==> src/rtl/uart_pkg.sv <==
// Shared constants for the UART transmit controller.
// Register indices, STATUS bit positions, FSM encoding, divisor width.
package uart_pkg;

  localparam int DIV_W = 16;
  localparam int CNT_W = 7;

  localparam logic [1:0] REG_TXDATA  = 2'd0;
  localparam logic [1:0] REG_STATUS  = 2'd1;
  localparam logic [1:0] REG_BAUDDIV = 2'd2;
  localparam logic [1:0] REG_RSVD    = 2'd3;

  localparam int SB_BUSY  = 0;
  localparam int SB_FULL  = 1;
  localparam int SB_EMPTY = 2;
  localparam int SB_OVF   = 3;
  localparam int SB_CNT   = 4;

  localparam logic [2:0] S_IDLE   = 3'd0;
  localparam logic [2:0] S_START  = 3'd1;
  localparam logic [2:0] S_DATA   = 3'd2;
  localparam logic [2:0] S_PARITY = 3'd3;
  localparam logic [2:0] S_STOP   = 3'd4;

endpackage

==> src/rtl/uart_tx_ctrl_fifo.sv <==
// Synchronous FIFO with fall-through read port.
// A push while full is taken only if a pop happens in the same cycle.
module sync_fifo #(
  parameter int WIDTH = 8,
  parameter int DEPTH = 16,
  localparam int AW = $clog2(DEPTH)
) (
  input  logic             clkout,
  input  logic             ext_reset,
  input  logic             push,
  input  logic             pop,
  input  logic [WIDTH-1:0] wdata,
  output logic [WIDTH-1:0] rdata,
  output logic             full,
  output logic             empty,
  output logic [AW:0]      count
);

  logic [WIDTH-1:0] mem [DEPTH];
  logic [AW-1:0]    wr_ptr;
  logic [AW-1:0]    rd_ptr;
  logic             do_push;
  logic             do_pop;

  assign full    = count == (AW+1)'(DEPTH);
  assign empty   = count == '0;
  assign do_pop  = pop && !empty;
  assign do_push = push && (!full || do_pop);
  assign rdata   = mem[rd_ptr];

  always_ff @(posedge clkout) begin
    if (do_push) mem[wr_ptr] <= wdata;
  end

  always_ff @(posedge clkout or negedge ext_reset) begin
    if (!ext_reset) begin
      wr_ptr <= '0;
      rd_ptr <= '0;
      count  <= '0;
    end else begin
      if (do_push) wr_ptr <= wr_ptr + AW'(1);
      if (do_pop)  rd_ptr <= rd_ptr + AW'(1);
      count <= count + (AW+1)'(do_push)
                     - (AW+1)'(do_pop);
    end
  end

endmodule

==> src/rtl/uart_tx_ctrl.sv <==
// Memory-mapped UART transmitter, 8N1 (8E1 with UART_TX_PARITY_EN).
// uart_tx is a registered copy of the FSM line level.
module uart_tx_ctrl
  import uart_pkg::*;
#(
  parameter int CLK_FREQ   = 50_000_000,
  parameter int BAUD       = 115200,
  parameter int FIFO_DEPTH = 16
) (
  input  logic        clkout,
  input  logic        ext_reset,
  input  logic        wen,
  input  logic        ren,
  input  logic [1:0]  address,
  input  logic [31:0] data_in,
  output logic [31:0] data_out,
  output logic        uart_tx,
  output logic        tx_irq
);

  localparam int CW = $clog2(FIFO_DEPTH) + 1;
  localparam logic [DIV_W-1:0] DIV_RST =
    DIV_W'(CLK_FREQ / BAUD);
`ifdef UART_TX_PARITY_EN
  localparam logic [2:0] S_AFTER = S_PARITY;
`else
  localparam logic [2:0] S_AFTER = S_STOP;
`endif

  logic [2:0]       state;
  logic [DIV_W-1:0] div;
  logic [DIV_W-1:0] div_cur;
  logic [DIV_W-1:0] timer;
  logic [7:0]       shreg;
  logic [2:0]       bitcnt;
  logic             ovf;
  logic             push;
  logic             pop;
  logic             fifo_full;
  logic             fifo_empty;
  logic [7:0]       fifo_q;
  logic [CW-1:0]    fifo_cnt;
  logic             line_d;
  logic [31:0]      status;
  logic [31:0]      rd_mux;
  logic             unused_hi;
`ifdef UART_TX_PARITY_EN
  logic             par;
`endif

  assign unused_hi = ^data_in[31:16];
  assign push = wen && address == REG_TXDATA;
  assign pop  = !fifo_empty &&
    (state == S_IDLE ||
     (state == S_STOP && timer == '0));

  sync_fifo #(
    .WIDTH (8),
    .DEPTH (FIFO_DEPTH)
  ) u_fifo (
    .clkout    (clkout),
    .ext_reset (ext_reset),
    .push      (push),
    .pop       (pop),
    .wdata     (data_in[7:0]),
    .rdata     (fifo_q),
    .full      (fifo_full),
    .empty     (fifo_empty),
    .count     (fifo_cnt)
  );

  always_ff @(posedge clkout or negedge ext_reset) begin
    if (!ext_reset) begin
      state   <= S_IDLE;
      div_cur <= DIV_RST;
      timer   <= '0;
      shreg   <= '0;
      bitcnt  <= '0;
`ifdef UART_TX_PARITY_EN
      par     <= 1'b0;
`endif
    end else if (pop) begin
      state   <= S_START;
      div_cur <= div;
      timer   <= div - DIV_W'(1);
      shreg   <= fifo_q;
      bitcnt  <= '0;
`ifdef UART_TX_PARITY_EN
      par     <= ^fifo_q;
`endif
    end else if (state != S_IDLE) begin
      if (timer != '0) begin
        timer <= timer - DIV_W'(1);
      end else begin
        timer <= div_cur - DIV_W'(1);
        case (state)
          S_START: state <= S_DATA;
          S_DATA: begin
            shreg  <= {1'b0, shreg[7:1]};
            bitcnt <= bitcnt + 3'd1;
            if (bitcnt == 3'd7) state <= S_AFTER;
          end
`ifdef UART_TX_PARITY_EN
          S_PARITY: state <= S_STOP;
`endif
          // STOP with nothing queued
          default: state <= S_IDLE;
        endcase
      end
    end
  end

  always_comb begin
    line_d = 1'b1;
    case (state)
      S_START: line_d = 1'b0;
      S_DATA:  line_d = shreg[0];
`ifdef UART_TX_PARITY_EN
      S_PARITY: line_d = par;
`else
      S_PARITY: line_d = 1'b1;
`endif
      default: line_d = 1'b1;
    endcase
  end

  always_comb begin
    status = '0;
    status[SB_BUSY]  = state != S_IDLE;
    status[SB_FULL]  = fifo_full;
    status[SB_EMPTY] = fifo_empty;
    status[SB_OVF]   = ovf;
    status[SB_CNT +: CNT_W] = CNT_W'(fifo_cnt);
  end

  always_comb begin
    rd_mux = '0;
    unique case (1'b1)
      address == REG_STATUS:  rd_mux = status;
      address == REG_BAUDDIV: rd_mux = {16'h0, div};
      address == REG_TXDATA,
      address == REG_RSVD:    rd_mux = '0;
      default:                rd_mux = '0;
    endcase
  end

  always_ff @(posedge clkout or negedge ext_reset) begin
    if (!ext_reset) begin
      div      <= DIV_RST;
      ovf      <= 1'b0;
      data_out <= '0;
      uart_tx  <= 1'b1;
      tx_irq   <= 1'b1;
    end else begin
      if (wen && address == REG_BAUDDIV)
        div <= (data_in[15:0] < 16'd2) ?
               16'd2 : data_in[15:0];
      // a racing overflow wins over the read-clear
      if (push && fifo_full && !pop)
        ovf <= 1'b1;
      else if (ren && address == REG_STATUS)
        ovf <= 1'b0;
      if (ren) data_out <= rd_mux;
      uart_tx <= line_d;
      tx_irq  <= fifo_empty && state == S_IDLE;
    end
  end

endmodule

==> config.mk <==
export PLATFORM = sky130hd
export DESIGN_NAME = uart_tx_ctrl
export DESIGN_NICKNAME = d
export VERILOG_FILES = /design/src/rtl/uart_pkg.sv /design/src/rtl/uart_tx_ctrl_fifo.sv /design/src/rtl/uart_tx_ctrl.sv
export SDC_FILE = /design/constraint.sdc
export NUM_CORES = 1
export LEC_CHECK = 0
export ABC_CLOCK_PERIOD_IN_PS = 4550
export BUFFER_PORTS_ARGS = -buffer_cell sky130_fd_sc_hd__clkbuf_2
export CAP_MARGIN = 20
export CORE_ASPECT_RATIO = 1.75
export CORE_UTILIZATION = 41
export CTS_BUF_LIST = sky130_fd_sc_hd__clkbuf_4
export DETAILED_ROUTE_END_ITERATION = 8
export GPL_ROUTABILITY_DRIVEN = 1
export PLACE_DENSITY_LB_ADDON = 0.12
export SLEW_MARGIN = 20
export SYNTH_ARGS = -nofsm -noshare
export SYNTH_HDL_FRONTEND = slang
export SYNTH_SLANG_ARGS = --single-unit
==> constraint.sdc <==
create_clock -name clkout -period 4.55 [get_ports clkout]
set_input_delay 0.2275 -clock clkout [delete_from_list [all_inputs] [get_ports clkout]]
set_output_delay 0.2275 -clock clkout [all_outputs]
set_load 0.05 [all_outputs]
==> results.md, run 1 <==
* GR Util All Layers at 19.5%
* Period utilization at 77.5%
* Worst hold path class: in -> reg
* Pwr dens at 469 nW/um^2
* R2R cell count at 15
* LEAKAGE at 4.34 nW
* Nets at 865
* Core area at 23400 sq um
* VDD IR max at 0.193 mV
* Worst-Margin Slew at 1.07 ns
* H-tree levels at 2
* Status: completed
* Vias at 6066
* Dpl hpwl at 16.1 mm
* Reg2reg start: timer[6]
* Total Wirelength at 22.8 mm
* Slew HR at 28.4%
* Final setup viols at 0
* Post-route insts no fill at 1154
* Std-Cell Rows at 74
* Comb power frac at 18.8%
* CTS resizes at 0
* CTS Root Cell: clkbuf_4
* Reg2Reg Setup Slack at 1.02 ns
* Die Span Y at 207 um
* Clock Skews at 0.0277 ns
* Dpl ws at 0.998 ns
* Final core occ at 47.8%
* Hold Vio Cnt, Final at 0
* Mapped Cells at 719
* Most frequent cells in the layout: edfxtp_1, nand2_1, clkbuf_4
* Int Pwr at 3.67 mW
* Layout cells sized above 1 at 25.6%
* TNS Setup at 0 ns
* Initial drt markers at 291
* Residual DRC at 0
* Post-synth EDFFs at 128
* Switching Share at 30.0%
* Global-route wire length before repair at 35.7 mm
* Seq pwr share at 49.7%
* Latest clock arrival within the worst-skew pair at 0.69 ns
* Sequential area share after synthesis at 63.2%
* Synth Flop Type: edfxtp_1
* Commonest non-fill, non-tap cell in the layout: edfxtp_1
* Vias/cell at 5.26
* Die ar. at 24600 sq um
* Initial Utilization at 42.0%
* Syn. warnings at 0
* Area Overhead vs Synth at 13.9%
* Critical Path End Type: flip-flop
* Routed wire per std cell at 19.8 um
* Max Root-Sink Buffers at 3
* GPL Wtd Cong at 0.800
* Final slew viol count at 0
* Port Buffer Count at 39
* Startpoint class of the critical path: flip-flop
* Vias in the first global route at 6614
* Placed cell area at 10300 sq um
* Worst-path clk slew at 0.06 ns
* Inst Count DP at 1042
* Hold endpoint: u_fifo.mem[13][3]
* Tot Pwr at 5.25 mW
* Netlist cell types at 64
* Max Clk Rate at 0.284 GHz
* Syn Std Cell Area at 9830 sq um
* NetSw at 1.57 mW
* Largest net degree at the start of global routing at 50
* Crit Path Max Fanout at 12
* CTS Buf Count at 52
* Hold Crit Start: data_in[3]
* GRT overflow at 0
* Design area at 11200 sq um
* Worst Path Arrival at 4.09 ns
* Maxcap violations at 0
* Chip width at 119 um
* Hold_ws at 0.0518 ns
* 1st-pass router iterations at 4
* Seq cells post-synth at 222
* Initial antenna violation count at 1
* Hold Path Cell Cnt at 1
* Avg Inst Size Synth at 13.7 sq um
* # IOs at 72
* R2R Path End: u_fifo.count[4]
* Worst Path Required at 5.12 ns
* Setup CP Type: reg -> reg
* Asr flop ratio synth at 42.3%
* Sink Count at 222
* Setup ws final at 1.02 ns
* CTS tree: yes
* Clk pwr share at 31.5%
* Min cycle time layout at 3.53 ns
* Routed Antenna Nets at 0
* RSZ-0062 raised after global routing: false
==> worst max path at each step <==
stage | start | to | slack (ns) | depth (start not counted)
floorplan | timer[12] | u_fifo.count[4] | 0.81 | 17
CTS | u_fifo.count[2] | u_fifo.mem[11][2] | 0.99 | 9
global route | u_fifo.count[2] | timer[12] | 0.70 | 14
detailed placement | timer[6] | u_fifo.mem[11][3] | 1.0 | 7
global placement | timer[6] | u_fifo.mem[11][2] | 1.06 | 7
finish | timer[6] | u_fifo.count[4] | 1.02 | 15
==> per-layer routing <==
layer	vias to the layer above	track usage (%)	part of all wire, %
li1	2841	-	-
met1	3037	17.8	34
met2	127	39.1	58
met3	61	3.76	3.1
met4	0	11.2	4.6
met5	-	0	0
==> area by class of cell <==
class | instances | area (sq um)
Multi-Input combinational cell | 424 | 3280
Fill cell | 2133 | 12200
Inverter | 40 | 151
Clock buffer | 82 | 616
Timing Repair Buffer | 69 | 465
Tap cell | 304 | 380
Sequential cell | 222 | 6210
Clock inverter | 12 | 76.3
Antenna cell | 1 | 2.50
==> power by group through the flow <==
| stage | Sequential, mW | Combinational (mW) | Clock (mW) |
|---|---|---|---|
| after floorplan | 2.57 | 0.739 | 0 |
| after global placement | 2.64 | 0.955 | 0 |
| after detailed placement | 2.65 | 0.980 | 0 |
| after CTS | 2.61 | 0.999 | 1.72 |
| after global routing | 2.64 | 1.09 | 1.81 |
| final | 2.61 | 0.987 | 1.65 |
==> cells in the mapped netlist (all sizes together) (6+ instances only) <==
cell / count / area share [%]
buf: 23 / 1.6
nor4: 12 / 0.83
xor2: 7 / 0.62
nor2: 32 / 1.2
ha: 17 / 2.2
edfxtp: 128 / 39
xnor2: 15 / 1.3
nand2: 89 / 3.5
inv: 39 / 1.5
nand3: 14 / 0.71
nor3: 9 / 0.51
or4: 6 / 0.53
mux4: 40 / 9.2
dfstp: 12 / 3.2
mux2: 17 / 1.9
o21ai: 34 / 1.7
and2: 16 / 1.0
a21oi: 29 / 1.5
a22oi: 8 / 0.61
dfrtp: 82 / 21
or3: 6 / 0.38
o22ai: 9 / 0.57
a31oi: 8 / 0.51
clkbuf: 25 / 0.95
==> sequential cells by signal (all words and copies together) (netlist names) <==
name           flops
u_fifo.rd_ptr      4
state              3
div               16
shreg              8
tx_irq             1
uart_tx            1
data_out          16
u_fifo.wr_ptr      4
ovf                1
timer             16
div_cur           16
bitcnt             3
u_fifo.mem       128
u_fifo.count       5
==> timing repair <==
| action | in CTS | in global routing |
|---|---|---|
| hold buffers | 17 | 0 |
| setup buffers | 0 | 0 |
| endpoints found under the hold margin | 151 | 0 |
==> cell families (layout without fill, tap and decap cells) <==
family | after synthesis | in the layout | share of synthesized area [%]
DFF | 222 | 222 | 63.2
muxes | 59 | 59 | 11.3
other | 1 | 17 | 0.0382
AOI/OAI and AO/OA | 111 | 111 | 7.07
and+or+nand+nor | 198 | 198 | 9.97
adders and majority gates | 18 | 18 | 2.37
xor gates and xnor gates | 22 | 22 | 1.96
buffers and inverters | 88 | 203 | 4.07
==> critical path, stage by stage (launching register included) <==
cell	delay [ns]
dfrtp_1	0.41
or4_1	0.68
o41ai_4	0.32
buf_4	0.22
nand2_4	0.14
and3_1	0.31
nor2_1	0.11
buf_4	0.16
ha_1	0.17
inv_1	0.06
fa_1	0.40
inv_1	0.08
a21oi_1	0.07
nor2_1	0.09
nor2_1	0.06
xnor2_1	0.11
Note: power is estimated with default switching activity, not from simulation.
==> inputs of run 2 (changes only) <==
--- a/config.mk
+++ b/config.mk
@@ -5,7 +5,8 @@
 export SDC_FILE = /design/constraint.sdc
 export NUM_CORES = 1
 export LEC_CHECK = 0
-export ABC_CLOCK_PERIOD_IN_PS = 4550
+export ABC_AREA = 1
+export ABC_CLOCK_PERIOD_IN_PS = 3500
 export BUFFER_PORTS_ARGS = -buffer_cell sky130_fd_sc_hd__clkbuf_2
 export CAP_MARGIN = 20
 export CORE_ASPECT_RATIO = 1.75
==> constraint.sdc (replaced) <==
create_clock -name clkout -period 3.5 [get_ports clkout]
set_input_delay 0.175 -clock clkout [delete_from_list [all_inputs] [get_ports clkout]]
set_output_delay 0.175 -clock clkout [all_outputs]
set_load 0.05 [all_outputs]
==> run 2 against run 1 <==
  * Largest power group unchanged
  * Hold slack gained 0.0064 ns
  * Worst setup slack lost 0.59 ns
  * Via count grew 20%
  * Count of clock-buffer cells in the layout shrank 6
  * Wire length grew 14%
  * Clock power grew 27%
==> results.md, run 2 <==
* Final setup viols at 0
* Worst-path clk slew at 0.08 ns
* Sink Count at 222
* Latest clock arrival within the worst-skew pair at 0.66 ns
* TNS Setup at 0 ns
* Hold Path Cell Cnt at 1
* Max Root-Sink Buffers at 3
* GRT overflow at 0
* R2R Path End: timer[12]
* Post-synth EDFFs at 128
* Routed wire per std cell at 18.3 um
* Largest net degree at the start of global routing at 79
* Nets at 1128
* Worst Path Buf+Inv at 6
* Maxcap violations at 0
* Crit-path max cell delay at 0.44 ns
* 1st-pass router iterations at 5
* Dpl ws at 0.425 ns
* Most frequent cells in the layout: nand2_1, edfxtp_1, nor2_1
* Post-synth top area share at 38.3%
* LEAKAGE at 4.72 nW
* Critical Path End Type: flip-flop
* H-tree levels at 2
* Top cell by count, worst path: nand2_1
* Clock Skews at 0.0395 ns
* # IOs at 72
* GPL Wtd Cong at 0.870
* Top delay family on crit path: simple AND/OR/NAND/NOR gates
* Die ar. at 25100 sq um
* Reg2reg start: u_fifo.count[3]
* Vias in the first global route at 7369
* Hold endpoint: u_fifo.mem[12][1]
* Total Wirelength at 26.1 mm
* Critical path, cell by cell: inv_1 > ha_1 > nand4_1 > nand2_1 > inv_1 > nand2_4 > buf_4 > o21ai_1 > nand2_1 > inv_2 > ha_1 > nand3_2 > inv_2 > nand2_1 > inv_2 > nand4_1 > nand2_1 > nand2_1 > nand2_1
* Largest reg by FF count: u_fifo.mem
* Slew HR at 40.9%
* Min cycle time layout at 3.07 ns
* Hold Vio Cnt, Final at 0
* # fillers at 2392
* Global-route wire length before repair at 40.2 mm
* Post-route insts no fill at 1424
* Residual DRC at 0
* VDD IR max at 0.345 mV
* Final core occ at 47.1%
* RSZ-0062 raised after global routing: false
* Routed Antenna Nets at 0
* Commonest non-fill, non-tap cell in the layout: nand2_1
* Area leader, netlist: edfxtp_1
* Count leader, synth: nand2_1
* Layout cells sized above 1 at 15.5%
* Status: completed
* Dpl hpwl at 17.3 mm
* Period utilization at 87.7%
* Vias/cell at 5.09
* Sequential area share after synthesis at 61.9%
* Crit-path slowest cell: buf_4
* Reg2Reg Setup Slack at 0.43 ns
* Chip width at 120 um
* CTS Buf Count at 52
* CTS tree: yes
* GR Util All Layers at 21.6%
* Setup ws final at 0.430 ns
* Setup CP Type: reg -> reg
* Hold Crit Start: data_in[1]
* Netlist cell types at 45
* Vias at 7250
* Inst Count DP at 1311
* Startpoint class of the critical path: flip-flop
* Synth Flop Type: edfxtp_1
* Port Buffer Count at 39
* Top post-synthesis cells by area: edfxtp_1, dfrtp_1, nand2_1
* Crit Path Max Fanout at 47
* Worst-Margin Slew at 0.883 ns
* Initial antenna violation count at 1
* R2R cell count at 19
* List of most frequent post-synthesis cells: nand2_1, edfxtp_1, nor2_1
* Design area at 11300 sq um
* Max Clk Rate at 0.326 GHz
* CTS Root Cell: clkbuf_4
* Seq cells post-synth at 222
* Initial Utilization at 41.8%
* Die Span Y at 209 um
* Std-Cell Rows at 75
* Syn. warnings at 0
* Initial drt markers at 379
* Final slew viol count at 0
* Worst Path Arrival at 3.60 ns
* Worst Path Required at 4.03 ns
* Mapped Cells at 997
* Syn Std Cell Area at 10000 sq um
* Avg Inst Size Synth at 10.1 sq um
* Core area at 24000 sq um
* Placed cell area at 10500 sq um
* Asr flop ratio synth at 42.3%
* Pwr dens at 791 nW/um^2
* Area Overhead vs Synth at 12.6%
* Max FFs per register at 128
* Worst hold path class: in -> reg
==> run 2: cell types whose count changed after synthesis, sizes merged, moves of 13 or more <==
| cell | before | now |
|---|---|---|
| nand2 | 89 | 213 |
| nor2 | 32 | 108 |
| o21ai | 34 | 109 |
| nand3 | 14 | 67 |
| inv | 39 | 84 |
| mux4 | 40 | 0 |
| o221ai | 0 | 20 |
| mux2 | 17 | 0 |
| and2 | 16 | 0 |
| xnor2 | 15 | 2 |
==> run 2: power breakdown <==
| part | switching (mW) | internal [mW] |
|---|---|---|
| logic | 2.31 | 0.992 |
| clock network | 1.03 | 1.08 |
| registers | 0.317 | 3.22 |
==> run 2: kinds of logic (layout without fill, tap and decap cells) <==
group                    after synthesis  in the layout  share of synthesized area [%]
AO/OA/AOI/OAI                        192            192                           11.2
XOR/XNOR                              12             12                           1.05
adder cells (fa/ha/maj)               18             18                           2.32
buffers and inverters                149            252                           6.37
flip-flops                           222            222                           61.9
other                                  1             17                         0.0374
AND/OR/NAND/NOR                      403            403                           17.2
==> run 2: cell type report <==
cell class                 count  area, sq um  area share (%)
antenna                        1         2.50          0.0221
inverter                      88          330            2.92
tap                          308          385            3.41
sequential                   222         6210            55.0
clock inverter                21          110           0.974
multi-input combinational    641         3240            28.7
clock buffer                  76          571            5.05
timing repair buffer          67          449            3.97
==> run 2: metrics by stage <==
stage,hold WS [ns],power (mW)
after floorplan,-0.121,5.90
after global placement,0.389,6.89
after detailed placement,0.393,6.92
after CTS,0.00151,9.08
after global routing,0.0187,9.59
final,0.0582,8.94
==> run 2: how the worst max path moves through the flow <==
stage / start / to / cells past startpoint
floorplan: timer[13] / u_fifo.count[4] / 15
global placement: u_fifo.count[3] / timer[12] / 19
detailed placement: u_fifo.count[3] / timer[4] / 18
CTS: u_fifo.count[3] / u_fifo.mem[10][1] / 11
global route: u_fifo.count[3] / timer[12] / 20
finish: u_fifo.count[3] / timer[12] / 19
==> run 2: repair_timing <==
action,4_1_cts,5_1_grt
endpoints found under the hold margin,110,0
buffers inserted,0,0
resized for setup,0,0
hold buffers,15,0
==> run 2: per-layer routing <==
| layer | vias to the layer above | global-route usage (%) | routed length (um) |
|---|---|---|---|
| met5 | - | 0 | 0 |
| li1 | 3546 | - | - |
| met4 | 0 | 15.5 | 1730 |
| met3 | 66 | 2.73 | 879 |
| met2 | 189 | 39.6 | 14100 |
| met1 | 3449 | 22.1 | 9350 |
==> inputs of run 3 (changes only) <==
--- a/config.mk
+++ b/config.mk
@@ -10,7 +10,7 @@
 export BUFFER_PORTS_ARGS = -buffer_cell sky130_fd_sc_hd__clkbuf_2
 export CAP_MARGIN = 20
 export CORE_ASPECT_RATIO = 1.75
-export CORE_UTILIZATION = 41
+export CORE_UTILIZATION = 43
 export CTS_BUF_LIST = sky130_fd_sc_hd__clkbuf_4
 export DETAILED_ROUTE_END_ITERATION = 8
 export GPL_ROUTABILITY_DRIVEN = 1
==> run 3 against run 2 <==
  * Critical path depth up 1
  * First-iteration DRC count rose by 0.79%
  * Combinational power is essentially flat
==> results.md, run 3 (synthesis results as in run 2) <==
* Critical Path End Type: flip-flop
* Crit Path Max Fanout at 22
* Post-route insts no fill at 1433
* GR Util All Layers at 22.7%
* M3 GR Usage at 2.71%
* Area Overhead vs Synth at 14.1%
* Tot Pwr at 8.97 mW
* Met2 usage at 43.2%
* Hold Crit Start: address[0]
* GRT overflow at 0
* Port Buffer Count at 39
* Hold endpoint: ovf
* Maxcap violations at 0
* Sink Count at 222
* Worst hold path class: in -> reg
* Reg2Reg Setup Slack at 0.54 ns
* Routed wire per std cell at 18.2 um
* Setup CP Type: reg -> reg
* Largest reg by FF count: u_fifo.mem
* Max Clk Rate at 0.337 GHz
* # fillers at 2227
* Commonest non-fill, non-tap cell in the layout: nand2_1
* Pwr dens at 783 nW/um^2
* Layout cells sized above 1 at 16.6%
* Startpoint class of the critical path: flip-flop
* Most frequent cells in the layout: nand2_1, edfxtp_1, nor2_1
* Die Span Y at 204 um
* Die ar. at 24000 sq um
* Core area at 22800 sq um
* RSZ-0062 raised after global routing: false
* Final slew viol count at 0
* Register Area at 6210 sq um
* Latest clock arrival within the worst-skew pair at 0.68 ns
* Worst-path clk slew at 0.08 ns
* Worst-Margin Slew at 0.839 ns
* Initial drt markers at 382
* Vias/cell at 5.16
* Routed Antenna Nets at 0
* Clock Skews at 0.0513 ns
* Residual DRC at 0
* Hold Vio Cnt, Final at 0
* Hold Path Cell Cnt at 5
* Total Wirelength at 26.1 mm
* Worst Path Arrival at 3.51 ns
* Global-route wire length before repair at 41.0 mm
* CTS Root Cell: clkbuf_4
* Max FFs per register at 128
* Max Root-Sink Buffers at 3
* Nets at 1147
* GPL Wtd Cong at 0.903
* GRT met1 Usage at 23.1%
* Footprint of the multi-input gates at 3240 sq um
* H-tree levels at 2
* Vias in the first global route at 7613
* Initial Utilization at 44.0%
* Chip width at 117 um
* Inst Count DP at 1319
* Final setup viols at 0
* Period utilization at 84.7%
* Initial antenna violation count at 1
* 1st-pass router iterations at 4
* # IOs at 72
* CTS tree: yes
* R2R cell count at 20
* R2R Path End: timer[10]
* Grt peak-use layer: met2
* Largest net degree at the start of global routing at 67
* Dpl hpwl at 17.1 mm
* CTS Buf Count at 51
* Slew HR at 43.9%
* LEAKAGE at 4.81 nW
* Reg2reg start: u_fifo.count[2]
* Post-CTS setup buffers at 0
* TNS Setup at 0 ns
* Std-Cell Rows at 73
* Worst Path Required at 4.05 ns
* Min cycle time layout at 2.96 ns
* VDD IR max at 0.499 mV
* Status: completed
* Vias at 7389
## run 3: worst max path at each step
stage                 endpoint            start  cells past startpoint
3_5_place_dp         timer[10]  u_fifo.count[3]                     20
4_1_cts              timer[10]  u_fifo.count[2]                     20
2_1_floorplan  u_fifo.count[4]        timer[13]                     15
5_1_grt              timer[10]  u_fifo.count[3]                     20
3_3_place_gp         timer[10]  u_fifo.count[3]                     20
6_report             timer[10]  u_fifo.count[2]                     20
## run 3: power by group
group | switching (mW) | internal (mW) | leakage (nW) | total (mW)
combinational | 2.29 | 1.01 | 2.10 | 3.30
sequential | 0.324 | 3.22 | 2.31 | 3.54
clock | 1.03 | 1.10 | 0.395 | 2.13
total | 3.64 | 5.32 | 4.81 | 8.97
## run 3: final cells by class
| class | instances | share of cell area [%] |
|---|---|---|
| Clock inverter | 23 | 1.31 |
| Antenna cell | 1 | 0.0219 |
| Tap cell | 300 | 3.28 |
| Inverter | 88 | 2.88 |
| Multi-Input combinational cell | 641 | 28.3 |
| Timing Repair Buffer | 87 | 5.29 |
| Clock buffer | 71 | 4.65 |
| Sequential cell | 222 | 54.2 |
## run 3: critical path, cell delays in order, from the launching register on
cell	delay, ns
dfrtp_1	0.38
inv_1	0.08
ha_1	0.21
nand4_1	0.20
nand2_1	0.07
inv_1	0.34
nand2_4	0.10
buf_4	0.23
o21ai_1	0.10
nand2_1	0.09
inv_2	0.10
ha_1	0.18
nand3_2	0.11
inv_2	0.07
nand2_1	0.13
nor2_4	0.18
nand2_1	0.07
nand2_1	0.05
nand2_1	0.04
nand2_1	0.05
nand2_1	0.07
## run 3: timing repair
action                    4_1_cts  5_1_grt
hold buffers                   19        0
resized for setup               0        0
hold endpoints to repair      109        0
## run 3: layer usage
metal | share of wire [%] | wire (um)
met5 | 0 | 0
met4 | 5.8 | 1520
met3 | 3.1 | 814
met2 | 54 | 14200
met1 | 37 | 9540
## run 3: per-stage QoR
stage / worst slack, ns / area (sq um) / hold slack [ns] / utilization, %
floorplan: 0.882 / 10100 / -0.121 / -
global placement: 0.634 / 10600 / 0.339 / 46.3
detailed placement: 0.591 / 10600 / 0.340 / 46.3
CTS: 0.540 / 11400 / 0.00961 / 50.1
global route: 0.175 / 11500 / 0.101 / 50.2
finish: 0.535 / 11500 / 0.0875 / 50.2
